==> config.mk <==
export PLATFORM = sky130hd
export DESIGN_NAME = branch_ctrl
export DESIGN_NICKNAME = d
export VERILOG_FILES = /design/src/rtl/tb4004_pkg.sv /design/src/rtl/addr_stack.sv /design/src/rtl/branch_ctrl.sv
export SDC_FILE = /design/constraint.sdc
export NUM_CORES = 1
export LEC_CHECK = 0
export ABC_AREA = 0
export CAP_MARGIN = 5
export CORE_ASPECT_RATIO = 1.4
export CORE_UTILIZATION = 46
export DETAILED_ROUTE_END_ITERATION = 12
export PLACE_DENSITY = 0.7
export SLEW_MARGIN = 20
export SYNTH_ARGS = -nofsm -noshare
export SYNTH_HDL_FRONTEND = slang
export SYNTH_SLANG_ARGS = --single-unit
==> constraint.sdc <==
create_clock -name clk -period 2.8 [get_ports clk]
set_clock_uncertainty 0.2 [all_clocks]
set_input_delay 0.42 -clock clk [delete_from_list [all_inputs] [get_ports clk]]
set_output_delay 0.42 -clock clk [all_outputs]
set_load 0.03 [all_outputs]
==> src/rtl/tb4004_pkg.sv <==
// Shared 4004 encodings: sub-cycle numbers, branch-related OPR values,
// the branch sequencer state type and the JCN condition evaluator.
package tb4004_pkg;

    localparam logic [2:0] CYC_A1 = 3'd0;
    localparam logic [2:0] CYC_A2 = 3'd1;
    localparam logic [2:0] CYC_A3 = 3'd2;
    localparam logic [2:0] CYC_M1 = 3'd3;
    localparam logic [2:0] CYC_M2 = 3'd4;
    localparam logic [2:0] CYC_X1 = 3'd5;
    localparam logic [2:0] CYC_X2 = 3'd6;
    localparam logic [2:0] CYC_X3 = 3'd7;

    localparam logic [3:0] OPR_JCN     = 4'h1;
    localparam logic [3:0] OPR_FIM_SRC = 4'h2;
    localparam logic [3:0] OPR_FIN_JIN = 4'h3;
    localparam logic [3:0] OPR_JUN     = 4'h4;
    localparam logic [3:0] OPR_JMS     = 4'h5;
    localparam logic [3:0] OPR_ISZ     = 4'h7;
    localparam logic [3:0] OPR_BBL     = 4'hC;

    localparam int STACK_DEPTH = 3;

    typedef enum logic [2:0] {
        ST_W1,
        ST_W2_JUN,
        ST_W2_JMS,
        ST_W2_JCN,
        ST_W2_ISZ,
        ST_W2_FIM
    } br_state_e;

    // cond = C1 C2 C3 C4 (bit3..bit0); C1 inverts the combined test.
    function automatic logic jcn_cond(input logic [3:0] cond, input logic acc_zero,
                                      input logic carry_f, input logic test_n);
        return ((cond[2] & acc_zero) | (cond[1] & carry_f) | (cond[0] & ~test_n)) ^ cond[3];
    endfunction

endpackage

==> src/rtl/addr_stack.sv <==
// 3-entry circular return-address stack. With BRANCH_STACK_ERR_EN defined a
// depth counter tracks occupancy and a sticky error flags over/underflow.
module addr_stack
    import tb4004_pkg::*;
(
    input  logic        clk,
    input  logic        rstN,
    input  logic        push_i,
    input  logic        pop_i,
    input  logic [11:0] push_data_i,
    output logic [11:0] pop_data_o,
`ifdef BRANCH_STACK_ERR_EN
    output logic [1:0]  sp_o,
    output logic        stk_err_o
`else
    output logic [1:0]  sp_o
`endif
);

    localparam logic [1:0] SP_LAST = 2'(STACK_DEPTH - 1);

    logic [11:0] stack_q [STACK_DEPTH];
    logic [1:0]  sp_q;
    logic [1:0]  sp_inc;
    logic [1:0]  sp_dec;

    assign sp_inc     = (sp_q == SP_LAST) ? 2'd0 : sp_q + 2'd1;
    assign sp_dec     = (sp_q == 2'd0) ? SP_LAST : sp_q - 2'd1;
    assign pop_data_o = stack_q[sp_dec];
    assign sp_o       = sp_q;

    always_ff @(posedge clk or negedge rstN) begin
        if (!rstN) begin
            for (int i = 0; i < STACK_DEPTH; i++) begin
                stack_q[i] <= '0;
            end
            sp_q <= '0;
        end else if (push_i) begin
            stack_q[sp_q] <= push_data_i;
            sp_q          <= sp_inc;
        end else if (pop_i) begin
            sp_q <= sp_dec;
        end
    end

`ifdef BRANCH_STACK_ERR_EN
    localparam logic [1:0] DEPTH_FULL = 2'(STACK_DEPTH);

    logic [1:0] depth_q;
    logic       err_q;

    // Depth saturates so that a wrapped stack keeps reporting full/empty.
    always_ff @(posedge clk or negedge rstN) begin
        if (!rstN) begin
            depth_q <= '0;
            err_q   <= 1'b0;
        end else if (push_i) begin
            if (depth_q == DEPTH_FULL) begin
                err_q <= 1'b1;
            end else begin
                depth_q <= depth_q + 2'd1;
            end
        end else if (pop_i) begin
            if (depth_q == 2'd0) begin
                err_q <= 1'b1;
            end else begin
                depth_q <= depth_q - 2'd1;
            end
        end
    end

    assign stk_err_o = err_q;
`endif

endmodule

==> src/rtl/branch_ctrl.sv <==
// 4004 control-transfer sequencer: decodes JUN/JMS/JCN/ISZ/JIN/BBL/FIM, tracks
// second words and drives the PC load in X3. BRANCH_STACK_ERR_EN adds stkErr.
module branch_ctrl
    import tb4004_pkg::*;
(
    input  logic        clk,
    input  logic        rstN,
    input  logic [2:0]  cycle,
    input  logic [3:0]  romData,
    input  logic [11:0] pcAddr,
    input  logic        accZero,
    input  logic        carry,
    input  logic        testN,
    input  logic        iszNonZero,
    input  logic [7:0]  pairData,
    output logic        pcLoad,
    output logic [11:0] pcLoadData,
    output logic        word2,
`ifdef BRANCH_STACK_ERR_EN
    output logic [1:0]  sp,
    output logic        stkErr
`else
    output logic [1:0]  sp
`endif
);

    br_state_e   state_q, state_d;
    logic [3:0]  opr_q, opa_q, hi_nib_q;
    logic        cond_q, cond_d;
    logic        load, push, pop;
    logic [11:0] target, pop_data;

    // W1 decode; W2 states never decode so data bytes cannot alias opcodes.
    always_comb begin
        state_d = ST_W1;
        cond_d  = 1'b0;
        if (state_q == ST_W1) begin
            case (opr_q)
                OPR_JUN:     state_d = ST_W2_JUN;
                OPR_JMS:     state_d = ST_W2_JMS;
                OPR_JCN: begin
                    state_d = ST_W2_JCN;
                    cond_d  = jcn_cond(opa_q, accZero, carry, testN);
                end
                OPR_ISZ: begin
                    state_d = ST_W2_ISZ;
                    cond_d  = iszNonZero;
                end
                OPR_FIM_SRC: state_d = opa_q[0] ? ST_W1 : ST_W2_FIM;
                default:     state_d = ST_W1;
            endcase
        end
    end

    always_ff @(posedge clk or negedge rstN) begin
        if (!rstN) begin
            state_q  <= ST_W1;
            opr_q    <= '0;
            opa_q    <= '0;
            hi_nib_q <= '0;
            cond_q   <= 1'b0;
        end else begin
            if (cycle == CYC_M1) begin
                opr_q <= romData;
            end
            if (cycle == CYC_M2) begin
                opa_q <= romData;
                if (state_q == ST_W1) begin
                    hi_nib_q <= romData;
                end
            end
            if (cycle == CYC_X3) begin
                state_q <= state_d;
                if (state_q == ST_W1) begin
                    cond_q <= cond_d;
                end
            end
        end
    end

    // Page for JCN/ISZ/JIN comes from the already-incremented PC (4004 quirk).
    always_comb begin
        load   = 1'b0;
        push   = 1'b0;
        pop    = 1'b0;
        target = '0;
        if (cycle == CYC_X3) begin
            case (state_q)
                ST_W2_JUN: begin
                    load   = 1'b1;
                    target = {hi_nib_q, opr_q, opa_q};
                end
                ST_W2_JMS: begin
                    load   = 1'b1;
                    push   = 1'b1;
                    target = {hi_nib_q, opr_q, opa_q};
                end
                ST_W2_JCN, ST_W2_ISZ: begin
                    if (cond_q) begin
                        load   = 1'b1;
                        target = {pcAddr[11:8], opr_q, opa_q};
                    end
                end
                ST_W1: begin
                    if (opr_q == OPR_FIN_JIN && opa_q[0]) begin
                        load   = 1'b1;
                        target = {pcAddr[11:8], pairData};
                    end else if (opr_q == OPR_BBL) begin
                        load   = 1'b1;
                        pop    = 1'b1;
                        target = pop_data;
                    end
                end
                default: begin
                    load = 1'b0;
                end
            endcase
        end
    end

    assign pcLoad     = load;
    assign pcLoadData = target;
    assign word2      = (state_q != ST_W1);

    addr_stack u_stack (
        .clk        (clk),
        .rstN       (rstN),
        .push_i     (push),
        .pop_i      (pop),
        .push_data_i(pcAddr),
        .pop_data_o (pop_data),
`ifdef BRANCH_STACK_ERR_EN
        .sp_o       (sp),
        .stk_err_o  (stkErr)
`else
        .sp_o       (sp)
`endif
    );

endmodule

==> summary.md, run 1 <==
| Metric | Value |
|---|---|
| Worst Path Max Fanout | 25 |
| Multi-input gate area | roughly 0.0016 mm2 |
| I/O Pins | 49 |
| Dpl cells | 392 |
| Num rows | 34 |
| Die area | 0.00685 mm2 |
| CP endpoint kind | output pin |
| Leakage | 0.00171 uW |
| Die height | 97.5 um |
| Fill cells | 523 |
| Iter 0 DRT Violations | 154 |
| CP max stage cell | dfrtp_2 |
| Final Hold Viols | 0 |
| Grt ovf | 0 |
| Vias | 2373 |
| CTS tree | done |
| CP Class | reg -> out |
| CP peak stage delay | 0.45 ns |
| Num CTS Buffers | 5 |
| Synthesized cell area | about 0.003 mm2 |
| FF+latch count, synth | 54 |
| Fin cells | 400 |
| P_int | roughly 1800 uW |
| CP arrival | 2.07 ns |
| # Max-Cap Violations | 0 |
| Final Cycle Share | 0.960 |
| CTS H-tree lvls | 2 |
| Vias/cell | between 5 and 6 |
| Worst EP required | around 2.2 ns |
| Seq. cell area | 0.00135 mm2 |
| Pwr/cell area | 749 mW/mm2 |
| CP Launch Type | flip-flop |
| Fmax | 372 MHz |
| Vias in the first global route | 2363 |
| Inserted Diodes | 0 |
| Wire per inst | between 15 and 20 um |
| Share of layout cells above drive strength 1 | 0.320 |
| Slew @ Worst Pin | just over 0.4 ns |
| Synth warnings | 0 |
| Net Sw Frac | 0.374 |
| Pin count of the biggest net entering global routing | 55 |
| Nets | 367 |
| Sequential share of the synthesized area | 0.451 |
| Clock sink total | 54 |
| Layout area overhead | 27.0% |
| Worst min-delay path class | reg -> reg |
| Core area | 0.00625 mm2 |
| Clk pwr share | 0.148 |
| Max_slew headroom | 0.723 |
| CTS root buffer | clkbuf_8 |
| Part of the power in registers | 0.396 |
| Worst VDD drop | 380 uV |
| DRT Pass-1 Iters | 4 |
| Routed Antenna Nets | 0 |
| GP Congestion | 0.876 |
| Drt total wl | roughly 7000 um |
| Synth Instances | 272 |
| Drt drc | 0 |
| IO Port Bufs | 48 |
| First-pass GRT wire length | 11900 um |
| Die W | between 70 and 80 um |
| CP Cell Sequence | inv_1 -> ha_1 -> buf_12 -> a21o_1 -> a32oi_1 -> o22ai_2 -> buf_4 |
| Clk pin slew, worst setup/hold paths | 0.10 ns |
| Post-DP HPWL | 5190 um |
| Initial antenna violation count | 0 |
| Logic gate share of total power | 0.457 |
| Slew Limit Fails | 0 |
| Maximum root-to-sink buffer count | 2 |
| P_sw | between 1000 and 1500 uW |
| Syn avg cell area | 11.0 um2 |
| Netlist cell types | 34 |
| Status | completed |
| Clock latency at the later pin of the worst-skew pair | about 0.30 ns |
| Endpoints failing setup | 0 |
| Setup_tns | 0 ns |
| Unrepaired setup endpoints after global routing | false |
| Most common cell after layout, fill and taps aside | dfrtp_1 |
| Period minus WS final | 2.69 ns |
| Starting Density | 0.480 |
| Fin util | 0.609 |
| GRT Total Usage | 0.219 |
| Most frequent cells in the layout | dfrtp_1 (52), mux2_2 (48), clkdlybuf4s50_1 (34) |
| Post-synthesis net count | roughly 310 |
## through the flow
step | setup slack (ns) | hold WS (ns) | instance area (um2) | power (uW)
5_1_grt | 0.00165 | 0.336 | 3810 | 3050
4_1_cts | 0.00466 | 0.315 | 3770 | 2840
6_report | 0.111 | 0.311 | 3810 | 2850
3_5_place_dp | 0.310 | 0.241 | 3680 | 2410
2_1_floorplan | 0.116 | -0.0756 | 3040 | 1990
3_3_place_gp | 0.332 | 0.237 | 3680 | 2390
## state kept, by name, summed over array words and instances (netlist names)
name and cells:
u_stack.sp_o 2, u_stack.stack_q 36, state_q 3, cond_q 1
opr_q 4, hi_nib_q 4, opa_q 4
## metal layers
layer / global-route usage / routed length, um / vias to the layer above
li1: - / - / 1124
met1: 0.275 / 3000 / 1188
met2: 0.393 / 3900 / 55
met3: 0.0259 / 188 / 6
met4: 0.0538 / 93 / 0
met5: 0 / 0 / -
## cells in the mapped netlist (all sizes together)
cell	instances	area, um2
a2111o	1	11.3
a211o	1	8.76
a21o	12	90.1
a21oi	11	55.1
a221o	2	20.0
a22oi	1	7.51
a311o	1	10.0
a311oi	3	26.3
a31oi	1	6.26
a32oi	12	105
and3	3	18.8
buf	6	30.0
clkbuf	14	52.6
dfrtp	54	1350
ha	6	75.1
inv	8	30.0
mux2	48	541
mux2i	12	120
nand2	24	90.1
nand2b	7	43.8
nand3	6	30.0
nand3b	1	7.51
nand4	1	6.26
nor2	3	11.3
nor3	6	30.0
nor3b	4	30.0
nor4	1	21.3
o21ai	5	25.0
o21ba	1	10.0
o22ai	5	31.3
o2bb2ai	8	70.1
o31ai	1	7.51
o41ai	2	17.5
xnor2	1	8.76
## final cells by class
cell class              count  share of cell area
well taps                  72              0.0237
clock inverters             1             0.00197
flip-flops and latches     54               0.356
repair buffers             69               0.168
clock buffers               6              0.0191
inverters                   8             0.00789
multi-input cells         190               0.424
## power groups by stage
stage                     sequential, uW  combinational (uW)  clock, uW
final                               1130                1300        421
after global routing                1160                1420        468
after CTS                           1120                1280        436
after detailed placement            1140                1270          0
after global placement              1130                1260          0
after floorplan                     1110                 875          0
## path summary, 6_finish.rpt
check / startpoint / to / slack (ns) / cells past startpoint
worst max register to register: state_q[1] / u_stack.stack_q[28] / 0.82 / 6
worst min register to register: hi_nib_q[2] / hi_nib_q[2] / 0.31 / 1
min in group asynchronous: rstN / u_stack.stack_q[35] / 0.43 / 3
worst max-delay path: u_stack.sp_o[1] / pcLoadData[10] / 0.11 / 7
max in group asynchronous: rstN / u_stack.stack_q[33] / 1.70 / 3
worst min-delay path: hi_nib_q[2] / hi_nib_q[2] / 0.31 / 1
## kinds of logic after synthesis
kind of cell | after synthesis | share of synthesized area
flops | 54 | 0.451
xor+xnor | 1 | 0.00292
compound gates | 67 | 0.167
buf+inv | 28 | 0.0375
mux | 60 | 0.220
simple gates | 56 | 0.0964
fa+ha+maj | 6 | 0.0250
## worst max-delay path: cells and delay by family (launching register included)
family / cells / cell delay [ns]
AOI/OAI and AO/OA: 3 / 0.56
adders and majority gates: 1 / 0.27
buffers and inverters: 3 / 0.48
DFF: 1 / 0.45
## timing repair
action                     in CTS  in global routing
buffers inserted                0                  0
setup endpoints to repair       0                 12
hold endpoints to repair       54                  0
hold buffers                    1                  0
resized for setup               0                  8
Power figures use the tool's default switching activity.
==> run 2, diff against run 1 <==
--- a/config.mk
+++ b/config.mk
@@ -8,6 +8,7 @@
 export ABC_AREA = 0
 export CAP_MARGIN = 5
 export CORE_ASPECT_RATIO = 1.4
+export CORE_MARGIN = 2
 export CORE_UTILIZATION = 46
 export DETAILED_ROUTE_END_ITERATION = 12
 export PLACE_DENSITY = 0.7
==> run 2 against run 1 <==
Fmax is 0.29% lower. Largest power group unchanged. Hold slack worse by 0.28 ns. Total power grew 3.7%. Highest routed layer unchanged.
==> summary.md, run 2 (synthesized netlist as in run 1, its figures left out) <==
| Metric | Value |
|---|---|
| Status | completed |
| DRT Pass-1 Iters | 4 |
| Max FFs per register | 36 |
| Wire per inst | 17.9 um |
| Iter 0 DRT Violations | 157 |
| Leakage | around 0.0017 uW |
| CP arrival | 2.08 ns |
| Drt total wl | 7110 um |
| # Max-Cap Violations | 0 |
| GP Congestion | 0.869 |
| Nets | about 360 |
| Most common cell after layout, fill and taps aside | dfrtp_1 |
| Vias | 2378 |
| Pwr/cell area | 776 mW/mm2 |
| Place WS | 0.296 ns |
| Clk pin slew, worst setup/hold paths | 0.09 ns |
| Slack of the critical path | ~0.10 ns |
| Slew Limit Fails | 0 |
| Worst VDD drop | around 350 uV |
| Max_slew headroom | 0.535 |
| Core area | 0.00625 mm2 |
| Fmax | 371 MHz |
| Pin count of the biggest net entering global routing | 55 |
| Largest register by flop count | u_stack.stack_q |
| Die height | 99.5 um |
| Num rows | 34 |
| GRT Total Usage | 0.208 |
| CTS root buffer | clkbuf_8 |
| Final Hold Viols | 0 |
| Routed Antenna Nets | 0 |
| Maximum root-to-sink buffer count | 2 |
| FF-to-FF End | u_stack.stack_q[25] |
| Starting Density | 0.480 |
| Fin cells | 398 |
| Clock latency at the later pin of the worst-skew pair | 0.31 ns |
| Worst EP required | 2.18 ns |
| Worst Path Max Fanout | 25 |
| P_sw | 1090 uW |
| Part of the power in registers | 0.387 |
| Period minus WS final | about 2.7 ns |
| Post-CTS Hold Buffers | 0 |
| Share of layout cells above drive strength 1 | 0.325 |
| CP endpoint kind | output pin |
| Die area | roughly 0.0072 mm2 |
| Layout area overhead | 27.0% |
| Logic gate share of total power | 0.437 |
| Worst min-delay path class | in -> async |
| R2R Path Start | state_q[1] |
| IO Port Bufs | between 40 and 50 |
| CP Launch Type | flip-flop |
| Num CTS Buffers | 5 |
| CTS tree | done |
| Most frequent cells in the layout | dfrtp_1 (53), mux2_2 (48), clkdlybuf4s50_1 (34) |
| Slew @ Worst Pin | roughly 0.7 ns |
| FF-to-FF path depth | 5 |
| Dpl cells | 389 |
| Post-DP HPWL | 5170 um |
| CP Class | reg -> out |
| Endpoints failing setup | 0 |
| Total power | 2960 uW |
| Grt ovf | 0 |
| Initial antenna violation count | 0 |
| Clock sink total | 54 |
| P_int | 1870 uW |
| Vias/cell | 5.97 |
| Net Sw Frac | 0.367 |
| Drt drc | 0 |
| Inserted Diodes | 0 |
| Die W | 72.2 um |
| I/O Pins | 49 |
| First-pass GRT wire length | 11700 um |
| FF-to-FF setup slack | between 0.6 and 0.7 ns |
| Vias in the first global route | 2336 |
| Clk pwr share | 0.176 |
| CTS H-tree lvls | 2 |
| Worst hold slack | around 0.033 ns |
| Final Cycle Share | 0.963 |
| Post-CTS Setup Inserts | 0 |
==> run 2: cell count changes in the layout (fill, tap and decap cells not counted), sizes merged <==
cell	delta
buf	-3
dlygate4sd3	-1
clkbuf	-1
clkinv	+2
inv	-1
bufinv	+1
clkinvlp	+1
==> run 2: routing by layer <==
layer / vias up / wire [um] / GRT usage / share of wire
li1: 1120 / - / - / -
met1: 1201 / 2850 / 0.259 / 0.40
met2: 49 / 3930 / 0.367 / 0.55
met3: 8 / 210 / 0.0284 / 0.030
met4: 0 / 113 / 0.0639 / 0.016
met5: - / 0 / 0 / 0
==> run 2: what timing repair did <==
action	CTS	global route
gates cloned	0	1
endpoints found under the setup margin	1	9
gates resized for setup	1	9
pin swaps	0	0
==> run 2: through the flow <==
step	utilization	setup TNS [ns]	area, um2
final	0.609	0	3810
after global routing	0.609	-0.00116	3810
after CTS	0.602	0	3760
after detailed placement	0.583	0	3650
after global placement	0.583	0	3650
after floorplan	-	0	3040
==> run 2: worst max-delay path by stage <==
stage | start | cells past startpoint | endpoint | slack [ns]
after global placement | pcAddr[11] | 6 | pcLoadData[11] | 0.26
after global routing | u_stack.sp_o[0] | 7 | pcLoadData[0] | -0.001
after CTS | u_stack.sp_o[0] | 8 | pcLoadData[0] | 0.009
after floorplan | u_stack.sp_o[0] | 8 | pcLoadData[9] | 0.12
final | u_stack.sp_o[1] | 7 | pcLoadData[1] | 0.10
after detailed placement | pcAddr[8] | 6 | pcLoadData[8] | 0.30
==> run 2: power groups by stage <==
stage / Combinational, uW / Clock, uW / Sequential, uW
2_1_floorplan: 875 / 0 / 1110
3_3_place_gp: 1230 / 0 / 1150
5_1_grt: 1410 / 564 / 1170
6_report: 1290 / 521 / 1140
4_1_cts: 1260 / 541 / 1140
3_5_place_dp: 1250 / 0 / 1160
==> run 2: worst max-delay path, cell delays in order (launching register included) <==
cell and delay, ns:
dfrtp_1 0.44, inv_1 0.12, ha_1 0.33, buf_12 0.17
a21o_1 0.15, a32oi_1 0.26, o2bb2ai_1 0.13, buf_4 0.18
==> run 2: area by class of cell <==
type | instances | area (um2)
repair inverters | 1 | 7.51
fillers | 528 | 2450
well taps | 72 | 90.1
inverters | 8 | 33.8
clock buffers | 5 | 68.8
multi-input cells | 190 | 1620
clock inverters | 3 | 40.0
flip-flops and latches | 54 | 1350
repair buffers | 65 | 596
